--- src/rtl/accum_lanes.sv ---
// accum_lanes: multi-lane signed vector accumulator with valid/ready input and 2-deep result FIFO
module accum_lanes #(
  parameter int DATAW  = 19,
  parameter int ACCUMW = 32,
  parameter int LANES  = 4,
  parameter int SAT    = 1
) (
  input  logic                    clk,
  input  logic                    rst,
  input  logic [LANES*DATAW-1:0]  data,
  input  logic                    ivalid,
  input  logic                    first,
  input  logic                    last,
  output logic                    iready,
  output logic [LANES*ACCUMW-1:0] result,
  output logic [LANES-1:0]        overflow,
  output logic                    ovalid,
  input  logic                    oready
);
  localparam logic [ACCUMW-1:0] MAXV = {1'b0, {(ACCUMW-1){1'b1}}};
  localparam logic [ACCUMW-1:0] MINV = {1'b1, {(ACCUMW-1){1'b0}}};
  logic [ACCUMW-1:0] sum_q [LANES];
  logic [ACCUMW-1:0] sum_d [LANES];
  logic [ACCUMW-1:0] nsum [LANES];
  logic [ACCUMW-1:0] dx [LANES];
  logic [ACCUMW-1:0] base [LANES];
  logic [ACCUMW:0]   s [LANES];
  logic [LANES-1:0]  ovf, nstk, stk_q, stk_d;
  logic [LANES*ACCUMW-1:0] new_res, hd_res_q, hd_res_d, tl_res_q, tl_res_d;
  logic [LANES-1:0]  hd_ovf_q, hd_ovf_d, tl_ovf_q, tl_ovf_d;
  logic [1:0]        cnt_q, cnt_d;
  logic              rdy_q, accept, push, pop, hd_new;
  assign iready   = rdy_q && cnt_q != 2'd2;
  assign ovalid   = cnt_q != 2'd0;
  assign result   = hd_res_q;
  assign overflow = hd_ovf_q;
  always_comb begin
    accept  = ivalid && iready;
    push    = accept && last;
    pop     = ovalid && oready;
    new_res = '0;
    nstk    = '0;
    ovf     = '0;
    for (int i = 0; i < LANES; i++) begin
      dx[i]    = ACCUMW'($signed(data[i*DATAW +: DATAW]));
      base[i]  = first ? '0 : sum_q[i];
      s[i]     = {base[i][ACCUMW-1], base[i]} + {dx[i][ACCUMW-1], dx[i]};
      ovf[i]   = s[i][ACCUMW] ^ s[i][ACCUMW-1];
      nsum[i]  = (ovf[i] && SAT != 0) ? (s[i][ACCUMW] ? MINV : MAXV) : s[i][ACCUMW-1:0];
      nstk[i]  = (!first && stk_q[i]) || ovf[i];
      new_res[i*ACCUMW +: ACCUMW] = nsum[i];
      sum_d[i] = accept ? nsum[i] : sum_q[i];
    end
    stk_d    = accept ? nstk : stk_q;
    cnt_d    = cnt_q + {1'b0, push} - {1'b0, pop};
    // a push lands in the head when the FIFO is empty or its only entry leaves this cycle
    hd_new   = push && (cnt_q == 2'd0 || (cnt_q == 2'd1 && pop));
    hd_res_d = hd_new ? new_res : (pop && cnt_q == 2'd2) ? tl_res_q : hd_res_q;
    hd_ovf_d = hd_new ? nstk : (pop && cnt_q == 2'd2) ? tl_ovf_q : hd_ovf_q;
    tl_res_d = (push && cnt_q == 2'd1 && !pop) ? new_res : tl_res_q;
    tl_ovf_d = (push && cnt_q == 2'd1 && !pop) ? nstk : tl_ovf_q;
  end
  always_ff @(posedge clk or posedge rst) begin
    if (rst) begin
      sum_q    <= '{default: '0};
      stk_q    <= '0;
      cnt_q    <= '0;
      rdy_q    <= 1'b0;
      hd_res_q <= '0;
      hd_ovf_q <= '0;
      tl_res_q <= '0;
      tl_ovf_q <= '0;
    end else begin
      sum_q    <= sum_d;
      stk_q    <= stk_d;
      cnt_q    <= cnt_d;
      rdy_q    <= 1'b1;
      hd_res_q <= hd_res_d;
      hd_ovf_q <= hd_ovf_d;
      tl_res_q <= tl_res_d;
      tl_ovf_q <= tl_ovf_d;
    end
  end
endmodule

--- config.mk ---
export PLATFORM = sky130hd
export DESIGN_NAME = accum_lanes
export DESIGN_NICKNAME = d
export VERILOG_FILES = /design/src/rtl/accum_lanes.sv
export SDC_FILE = /design/constraint.sdc
export NUM_CORES = 1
export LEC_CHECK = 0
export ABC_AREA = 1
export CORE_MARGIN = 2
export CORE_UTILIZATION = 49
export CTS_BUF_LIST = sky130_fd_sc_hd__clkbuf_4
export DETAILED_ROUTE_END_ITERATION = 7
export GPL_ROUTABILITY_DRIVEN = 0
export PLACE_DENSITY = 0.73
export SYNTH_ARGS = -nofsm -noshare
export SYNTH_HDL_FRONTEND = slang
export SYNTH_SLANG_ARGS = --single-unit
--- constraint.sdc ---
create_clock -name clk -period 14.7 [get_ports clk]
set_input_delay 4.41 -clock clk [delete_from_list [all_inputs] [get_ports clk]]
set_output_delay 4.41 -clock clk [all_outputs]
set_load 0.02 [all_outputs]
# Word level (Yosys, flattened, before mapping)
# Cells that the tools add are included.
# Widths: inputs -> output; s select.
# classes
add_sub_neg	6
mul	0
n_div	0
magnitude_cmp	0
n_eq_ne	3
shifts	0
mux	16
bitwise_logic	4
n_reduce_logical	23
# ops
op	count
$mux 32	12
$mux 128	2
$add 32x19->33	4
$logic_and 1x1->1	13
$mux 4	2
$logic_or 1x1->1	5
$reduce_bool 2->1	2
$xor 1x1->1	4
$add 2x1->2	1
$eq 2x1->1 const B	1
$eq 2x2->1 const B	1
$logic_not 1->1	2
$logic_not 2->1	1
$ne 2x2->1 const B	1
$sub 2x1->2	1
# word_totals
regBits	399
latch_bits	0
mem_bits_rw	0
romBits	0
inputBits	82
output_inout_bits	134
elab_cells	63
n_memories	0

# Longest topological paths before layout
# Gate-level depths: netlist of run 1.
# depth
ltp_word	6
ltp_mapped	22
mapped_depth_nobuf	21

# Least setup slack after synthesis of run 1
# OpenSTA, ideal clock, no wires.
# synth_path
path_kind	in2reg
start	in first
end	reg hd_res_q[67] (netlist: result[67])
setup_time_ps	113
arrival_time_ps	6755
required_time_ps	14587
setup_slack_ps	7832
cell_stages	18
n_path_buf	3
cell_sequence	clkbuf_1 clkbuf_1 nor2_1 ha_1 or2_2 nand3_1 nand2_1 nand2_1 nand2_1 nand2_1 nand2_1 nand2_1 nand2_1 nand2_2 buf_2 nand3_1 nand2_1 inv_1
# synth_via
elab_chain_cells	5
word_cells_on_any_way	6
classes_between	add/sub: 1; mux: 4; bitwise: 1
# synth_rtl
element	line	source
from (decl)	12	input logic first,
$mux 32 *	46	base[i] = first ? '0 : sum_q[i];
$add 32x19->33 *	47	s[i] = {base[i][ACCUMW-1], base[i]} + {dx[i][ACCUMW-1], dx[i]};
$mux 32 or $xor 1x1->1 (tied branches)	49, 48	
$mux 32 *	49	nsum[i] = (ovf[i] && SAT != 0) ? (s[i][ACCUMW] ? MINV : MAXV) : s[i][ACCUMW-1:0];
$mux 128 *	58	hd_res_d = hd_new ? new_res : (pop && cnt_q == 2'd2) ? tl_res_q : hd_res_q;
to (signal assigned)	78	hd_res_q <= hd_res_d;
to (decl)	29	logic [LANES*ACCUMW-1:0] new_res, hd_res_q, hd_res_d, tl_res_q, tl_res_d;
# Mark *: on every way between the ends. The rest lies on a longest branch, timed or not.
# A chain may end at the register's enable or synchronous reset.

# Worst setup path after layout of run 1
# layout_path
start	in first
end	reg sum_q[65] (netlist name)
# layout_via
elab_chain_cells	4
word_cells_on_any_way	5
classes_between	add/sub: 1; mux: 3; bitwise: 1
# layout_rtl
element	line	source
$mux 32 *	46	
$add 32x19->33 *	47	
$mux 32 or $xor 1x1->1 (tied branches)	49, 48	
$mux 32 *	49	
to (signal assigned)	74	sum_q <= sum_d;
to (decl)	22	logic [ACCUMW-1:0] sum_q [LANES];
# Marks and branches as above.

==> impl_metrics.ini, run 1 <==
[routing]
drt_iter0_drc = 1636
drt_wl_total_mm = 72.85
drc_errors = 0
antenna_left = 0
wl_per_cell_um = 14.52
vias = 25364
routed_via_density = 5.054
drtPass1Iterations = 8

[sta]
fin_setup_tns_ns = 0
max_freq_ghz = 0.1250
finalHoldViolCount = 0
finClkSkew_ns = 0.05553
layout_setup_ws_ns = 6.700
grt_setup_unrepaired = false
setup_viol = 0
tightest_slew_ns = 1.170
relSlewSlack_pct = 21.81
period_minus_slack_ns = 8.000
hold_ws_ns = 0.4713
slew_viol_final = 0
finalCritPeriodShare_pct = 54.42

[critical_path]
critPathKind = in2reg
r2r_setup_slack_ns = 10.88
path_max_fanout = 65
end_kind = register
startpoint_type = input port
critPathCapture = sum_q[65]$_DFFE_PP0P_
worstPathArrival_ns = 8.76
crit-reg2reg-launch = cnt_q[1]$_DFF_PP0_
startpoint = first
reg2reg_depth = 14
critPathRequiredTime_ns = 15.46
r2r-end = result[87]$_DFFE_PP0P_

[clocking]
post_cts_buffers = 0
clkSinkCount = 399
path_clk_slew_ns = 0.07
numCtsBuffers = 108
clk_path_buf_depth = 3
htree_levels = 3
cts_tree = yes
cts_root_buffer = clkbuf_4
ctsResizeCount = 0
cts_hold_buffers = 0
clk_latency_ns = 0.89

[yosys]
ys_seq_area_share_pct = 37.46
async_flop_share_pct = 100.0
yosysTopAreaCellShare_pct = 37.46
synth_seq_cells = 399
synth_cell_types = 35
synth.avg_cell_area_sq_um = 6.574
syn_nets = 4270
ys_top_cells_by_area = dfrtp_1 (37%), nand2_1 (22%), inv_1 (7.6%)
syn_area_sq_mm = 0.02665
yosys_warnings = 0
synth_top_cell_by_area = dfrtp_1
synth_flop_cell = dfrtp_1
yosysMostFrequentCell = nand2_1
synth_edf_count = 0
synth_cells = 4054
synthTopCellsByCount = nand2_1 (1579), inv_1 (541), dfrtp_1 (399)

[grt]
antenna_found_initial = 1
overflow = 0
grt_pass1_vias = 24486
grt_max_degree = 179
grt_first_pass_wirelength_mm = 122.2
grt_use_total_pct = 26.46

[min_path]
min_path_type = reg2reg

[floorplan]
die_h_um = 237.2
io-pin-count = 216
rows = 85
die_area_sq_mm = 0.05627
die_x_um = 237.2
coreArea_sq_mm = 0.05381
initial_core_util_pct = 49.53

[place]
dp_slack_ns = 5.809
port_buffers = 215
dpl.hpwl_mm = 49.89

[layout]
final_nets = 4456
syn_to_final_growth_pct = 14.86
layout-drive-gt1-share_pct = 4.905
final_core_util_pct = 56.88

[power_and_ir_drop]
p_leak_nw = 17.13
power.density_mw_per_mm2 = 196.8
fin_total_pwr_mw = 6.024
vdd_ir_drop_max_mv = 0.1212

[run_status]
outcome = completed

[run]
drv_cap = 0
[worst min path at each step]
| stage | start | end | slack (ns) | cells after the start |
|---|---|---|---|---|
| after global placement | stk_q[2]$_DFFE_PP0P_ | stk_q[2]$_DFFE_PP0P_ | 0.46 | 2 |
| after floorplan | sum_q[115]$_DFFE_PP0P_ | sum_q[115]$_DFFE_PP0P_ | 0.45 | 2 |
| after global routing | tl_res_q[49]$_DFFE_PP0P_ | tl_res_q[49]$_DFFE_PP0P_ | 0.49 | 2 |
| final | tl_res_q[1]$_DFFE_PP0P_ | result[1]$_DFFE_PP0P_ | 0.47 | 2 |
| after detailed placement | stk_q[0]$_DFFE_PP0P_ | stk_q[0]$_DFFE_PP0P_ | 0.47 | 2 |
| after CTS | tl_ovf_q[1]$_DFFE_PP0P_ | overflow[1]$_DFFE_PP0P_ | 0.47 | 2 |
[registers in the layout (all words and copies together), names as in the netlist]
| name | cells |
|---|---|
| result | 128 |
| sum_q | 128 |
| tl_res_q | 128 |
| overflow | 4 |
| stk_q | 4 |
| tl_ovf_q | 4 |
| cnt_q | 2 |
| rdy_q | 1 |
[critical path, cell delays in order]
cell and delay (ns):
buf_4 0.57, buf_4 0.74, nor2_1 0.13, ha_1 0.25
fa_1 0.41, nand2_1 0.10, nand2_1 0.07, nand3_1 0.08
nand2_1 0.11, nand2_1 0.08, nand2_1 0.09, nand2_1 0.11
nand2_1 0.08, nand2_1 0.06, nand2_1 0.06, nand2_1 0.85
nand2_1 0.20, nand2_1 0.16, nand2_1 0.07, o21ai_0 0.09
[placed cells by master (no fill, tap or decap), drive strengths merged]
master,netlist,layout
clkinvlp,0,1
a21oi,179,179
dfrtp,399,399
fa,4,4
clkbuf,87,155
and2,1,1
xnor2,23,23
nor4,3,3
nor2,378,378
clkdlybuf4s50,0,214
bufinv,0,4
clkinv,0,31
nand3,265,265
inv,546,547
or2,8,8
ha,130,130
nand2,1584,1584
o211ai,18,18
o21a,1,1
o21ai,185,185
nand3b,2,2
a31oi,61,61
o21bai,18,18
nor3b,4,4
nand4,2,2
diode,0,1
nor3,22,22
buf,68,17
a21o,4,4
conb,1,1
xor2,61,61
[routing by layer]
layer	global-route usage, %	wire length [um]	up-vias
li1	-	-	13051
met1	36.11	34190	11598
met2	43.47	33190	614
met3	4.308	4103	101
met4	7.681	1368	0
met5	0	0	-
[report_power, final]
part,internal [mW],leakage (nW),switching [mW]
Combinational,1.13,11.3,1.97
Clock,0.552,0.834,0.500
Sequential,1.61,4.98,0.273
[stage by stage]
stage,area [sq um],cells
final,30610,5019
after global routing,30610,5019
after CTS,30610,5018
after detailed placement,29190,4826
after global placement,29190,4826
after floorplan,26660,4054
[cell families (layout without fill, tap and decap cells)]
logic type               Yosys count  count (layout)  share of synthesized area [%]
other                              1               2                        0.01407
buffers and inverters            701             969                          10.21
AND/OR/NAND/NOR                 2269            2269                          33.64
adder cells (fa/ha/maj)          134             134                          6.403
XOR/XNOR                          84              84                          2.760
flip-flops                       399             399                          37.46
AO/OA/AOI/OAI                    466             466                          9.507
[cell type report]
class | instances | area [sq um]
clock inverters | 37 | 251.5
well taps | 696 | 870.8
diodes | 1 | 2.502
clock buffers | 155 | 1164
flip-flops and latches | 399 | 9985
inverters | 546 | 2063
multi-input cells | 2954 | 13970
fillers | 5325 | 23200
repair buffers | 231 | 2307
No activity file was read; power rests on OpenSTA's default activity.
==> run 2: changes to the inputs <==
--- a/config.mk
+++ b/config.mk
@@ -11,7 +11,7 @@
 export CTS_BUF_LIST = sky130_fd_sc_hd__clkbuf_4
 export DETAILED_ROUTE_END_ITERATION = 7
 export GPL_ROUTABILITY_DRIVEN = 0
-export PLACE_DENSITY = 0.73
+export PLACE_DENSITY = 0.7
 export SYNTH_ARGS = -nofsm -noshare
 export SYNTH_HDL_FRONTEND = slang
 export SYNTH_SLANG_ARGS = --single-unit
==> constraint.sdc (replaced) <==
create_clock -name clk -period 8.1 [get_ports clk]
set_input_delay 2.43 -clock clk [delete_from_list [all_inputs] [get_ports clk]]
set_output_delay 2.43 -clock clk [all_outputs]
set_load 0.02 [all_outputs]
==> run 2 against run 1 <==
Cell count is essentially flat. Non-clock buffer count grew 7. Combinational power grew 83%. Sequential cell count is the same. Routed wire length grew 0.51%. Utilization grew 0.053 points. Clock-buffer cell count grew 7. First-iteration DRC count shrank 2.8%. Register-to-register slack lost 6.3 ns. Sequential power grew 80%. Setup slack lost 4.3 ns. Clock power grew 77%. Largest power group unchanged.
==> impl_metrics.ini, run 2 (synthesis gave the netlist of run 1 again) <==
[clocking]
ctsResizeCount = 0
htree_levels = 3
clk_latency_ns = 0.88
post_cts_buffers = 0
cts_root_buffer = clkbuf_4
clkSinkCount = 399
numCtsBuffers = 106
clk_path_buf_depth = 3
path_clk_slew_ns = 0.07
cts_tree = yes
cts_hold_buffers = 0

[layout]
mostFrequentLayoutCell = nand2_1
multi_input_area_sq_mm = 0.01397
final_nets = 4461
syn_to_final_growth_pct = 14.97
layout-drive-gt1-share_pct = 5.184
regArea_sq_mm = 0.009985
layout_common_cells = nand2_1 (1576), inv_1 (539), dfrtp_1 (399), nor2_1 (376), nand3_1 (265)
n_fill_cell = 5325
fin_cells = 5020

[sta]
grt_setup_unrepaired = false
period_minus_slack_ns = 5.668
finalHoldViolCount = 0
finClkSkew_ns = 0.03637
slew_viol_final = 0
finalCritPeriodShare_pct = 69.98
max_freq_ghz = 0.1764
fin_setup_tns_ns = 0
relSlewSlack_pct = 25.11
hold_ws_ns = 0.4781
setup_viol = 0
tightest_slew_ns = 1.121

[power_and_ir_drop]
p_int_mw = 5.961
power.density_mw_per_mm2 = 356.0
switching_power_mw = 4.947
p_comb_share_pct = 51.9
power.share.switching_pct = 45.35
vdd_ir_drop_max_mv = 0.2505
pwr-share-seq_pct = 31.0
clkPwrFrac_pct = 17.1
p_leak_nw = 17.15

[critical_path]
end_kind = register
max_stage_delay_ns = 0.63
path_max_fanout = 48
crit_chain = buf_4 > buf_4 > buf_4 > nor2_1 > ha_1 > nand2_1 > inv_1 > nand2_1 > nand2_1 > a21oi_1 > nand2_1 > nand2_1 > nand2_1 > nand2_1 > nand2_1 > nand2_2 > nand3_1 > nand2_1 > nand3_1
crit_buf_inv = 4
worstPathArrival_ns = 6.43
startpoint_type = input port
critPathKind = in2reg
critPathTopFamily = simple AND/OR/NAND/NOR gates
critPathRequiredTime_ns = 8.86
crit_slowest_cell = nand2_2
critPathMostFrequentCell = nand2_1

[floorplan]
io-pin-count = 216
die_h_um = 237.2
initial_core_util_pct = 49.53
coreArea_sq_mm = 0.05381
rows = 85
die_area_sq_mm = 0.05627
die_x_um = 237.2

[place]
placed_cells = 4833
dpl.hpwl_mm = 50.95
port_buffers = 215

[grt]
grt_max_degree = 154
grt_use_total_pct = 26.47
antenna_found_initial = 2
overflow = 0
grt_first_pass_wirelength_mm = 122.1
grt_pass1_vias = 24303

[routing]
vias = 25238
drtPass1Iterations = 6
antenna_left = 0
drt_iter0_drc = 1591
drt_wl_total_mm = 73.22
wl_per_cell_um = 14.59
routed_via_density = 5.027
drc_errors = 0

[run_status]
outcome = completed

[run]
drv_cap = 0

[min_path]
min_path_type = reg2reg
[run 2: changes by cell type in the layout (fill, tap and decap cells not counted), sizes merged]
| cell | delta |
|---|---|
| clkinv | -16 |
| inv | +1 |
| clkbuf | +7 |
| clkinvlp | +1 |
| diode | +2 |
| buf | +7 |
| bufinv | -1 |
[run 2: tightest hold or removal path, stage by stage, from the launching register on]
cell,delay [ns]
dfrtp_1,0.34
nand2_1,0.05
nand2_1,0.05
[run 2: area by class of cell]
| class | count | share of cell area (%) |
|---|---|---|
| diodes | 3 | 0.02450 |
| inverters | 546 | 6.734 |
| well taps | 696 | 2.842 |
| repair buffers | 238 | 7.701 |
| flip-flops and latches | 399 | 32.59 |
| clock inverters | 22 | 0.5554 |
| multi-input cells | 2954 | 45.59 |
| clock buffers | 162 | 3.969 |
[run 2: routing by layer]
| metal | wire, um | vias up | global-route usage (%) |
|---|---|---|---|
| met5 | 0 | - | 0 |
| li1 | - | 13049 | - |
| met2 | 32420 | 595 | 42.41 |
| met3 | 4311 | 128 | 5.667 |
| met4 | 1771 | 0 | 7.833 |
| met1 | 34710 | 11466 | 36.07 |
[run 2: worst paths after layout]
path                                  startpoint                       end  slack, ns  cells after the start
setup / recovery                           first   overflow[3]$_DFFE_PP0P_       2.43                     19
hold / removal             sum_q[66]$_DFFE_PP0P_     sum_q[66]$_DFFE_PP0P_       0.48                      2
setup reg to reg           sum_q[96]$_DFFE_PP0P_     result[2]$_DFFE_PP0P_       4.56                     20
hold reg to reg            sum_q[66]$_DFFE_PP0P_     sum_q[66]$_DFFE_PP0P_       0.48                      2
max in group asynchronous                    rst  tl_res_q[30]$_DFFE_PP0P_       4.59                      4
min in group asynchronous                    rst  tl_res_q[51]$_DFFE_PP0P_       2.01                      3
[run 2: metrics by stage]
step                power, mW  util (%)  worst slack, ns  instance area, sq um
floorplan               7.340         -           0.2982                 26660
global placement        8.979     54.35            1.602                 29250
detailed placement      9.059     54.35            1.508                 29250
CTS                     10.99     56.92            2.496                 30630
global route            11.96     56.94            2.061                 30640
finish                  10.91     56.94            2.432                 30640
[run 2: power groups by stage]
| stage | registers, mW | clock network [mW] | logic [mW] |
|---|---|---|---|
| after floorplan | 3.65 | 0 | 3.70 |
| after global placement | 3.39 | 0 | 5.59 |
| after detailed placement | 3.41 | 0 | 5.65 |
| after CTS | 3.38 | 1.92 | 5.68 |
| after global routing | 3.49 | 2.02 | 6.44 |
| final | 3.39 | 1.86 | 5.66 |
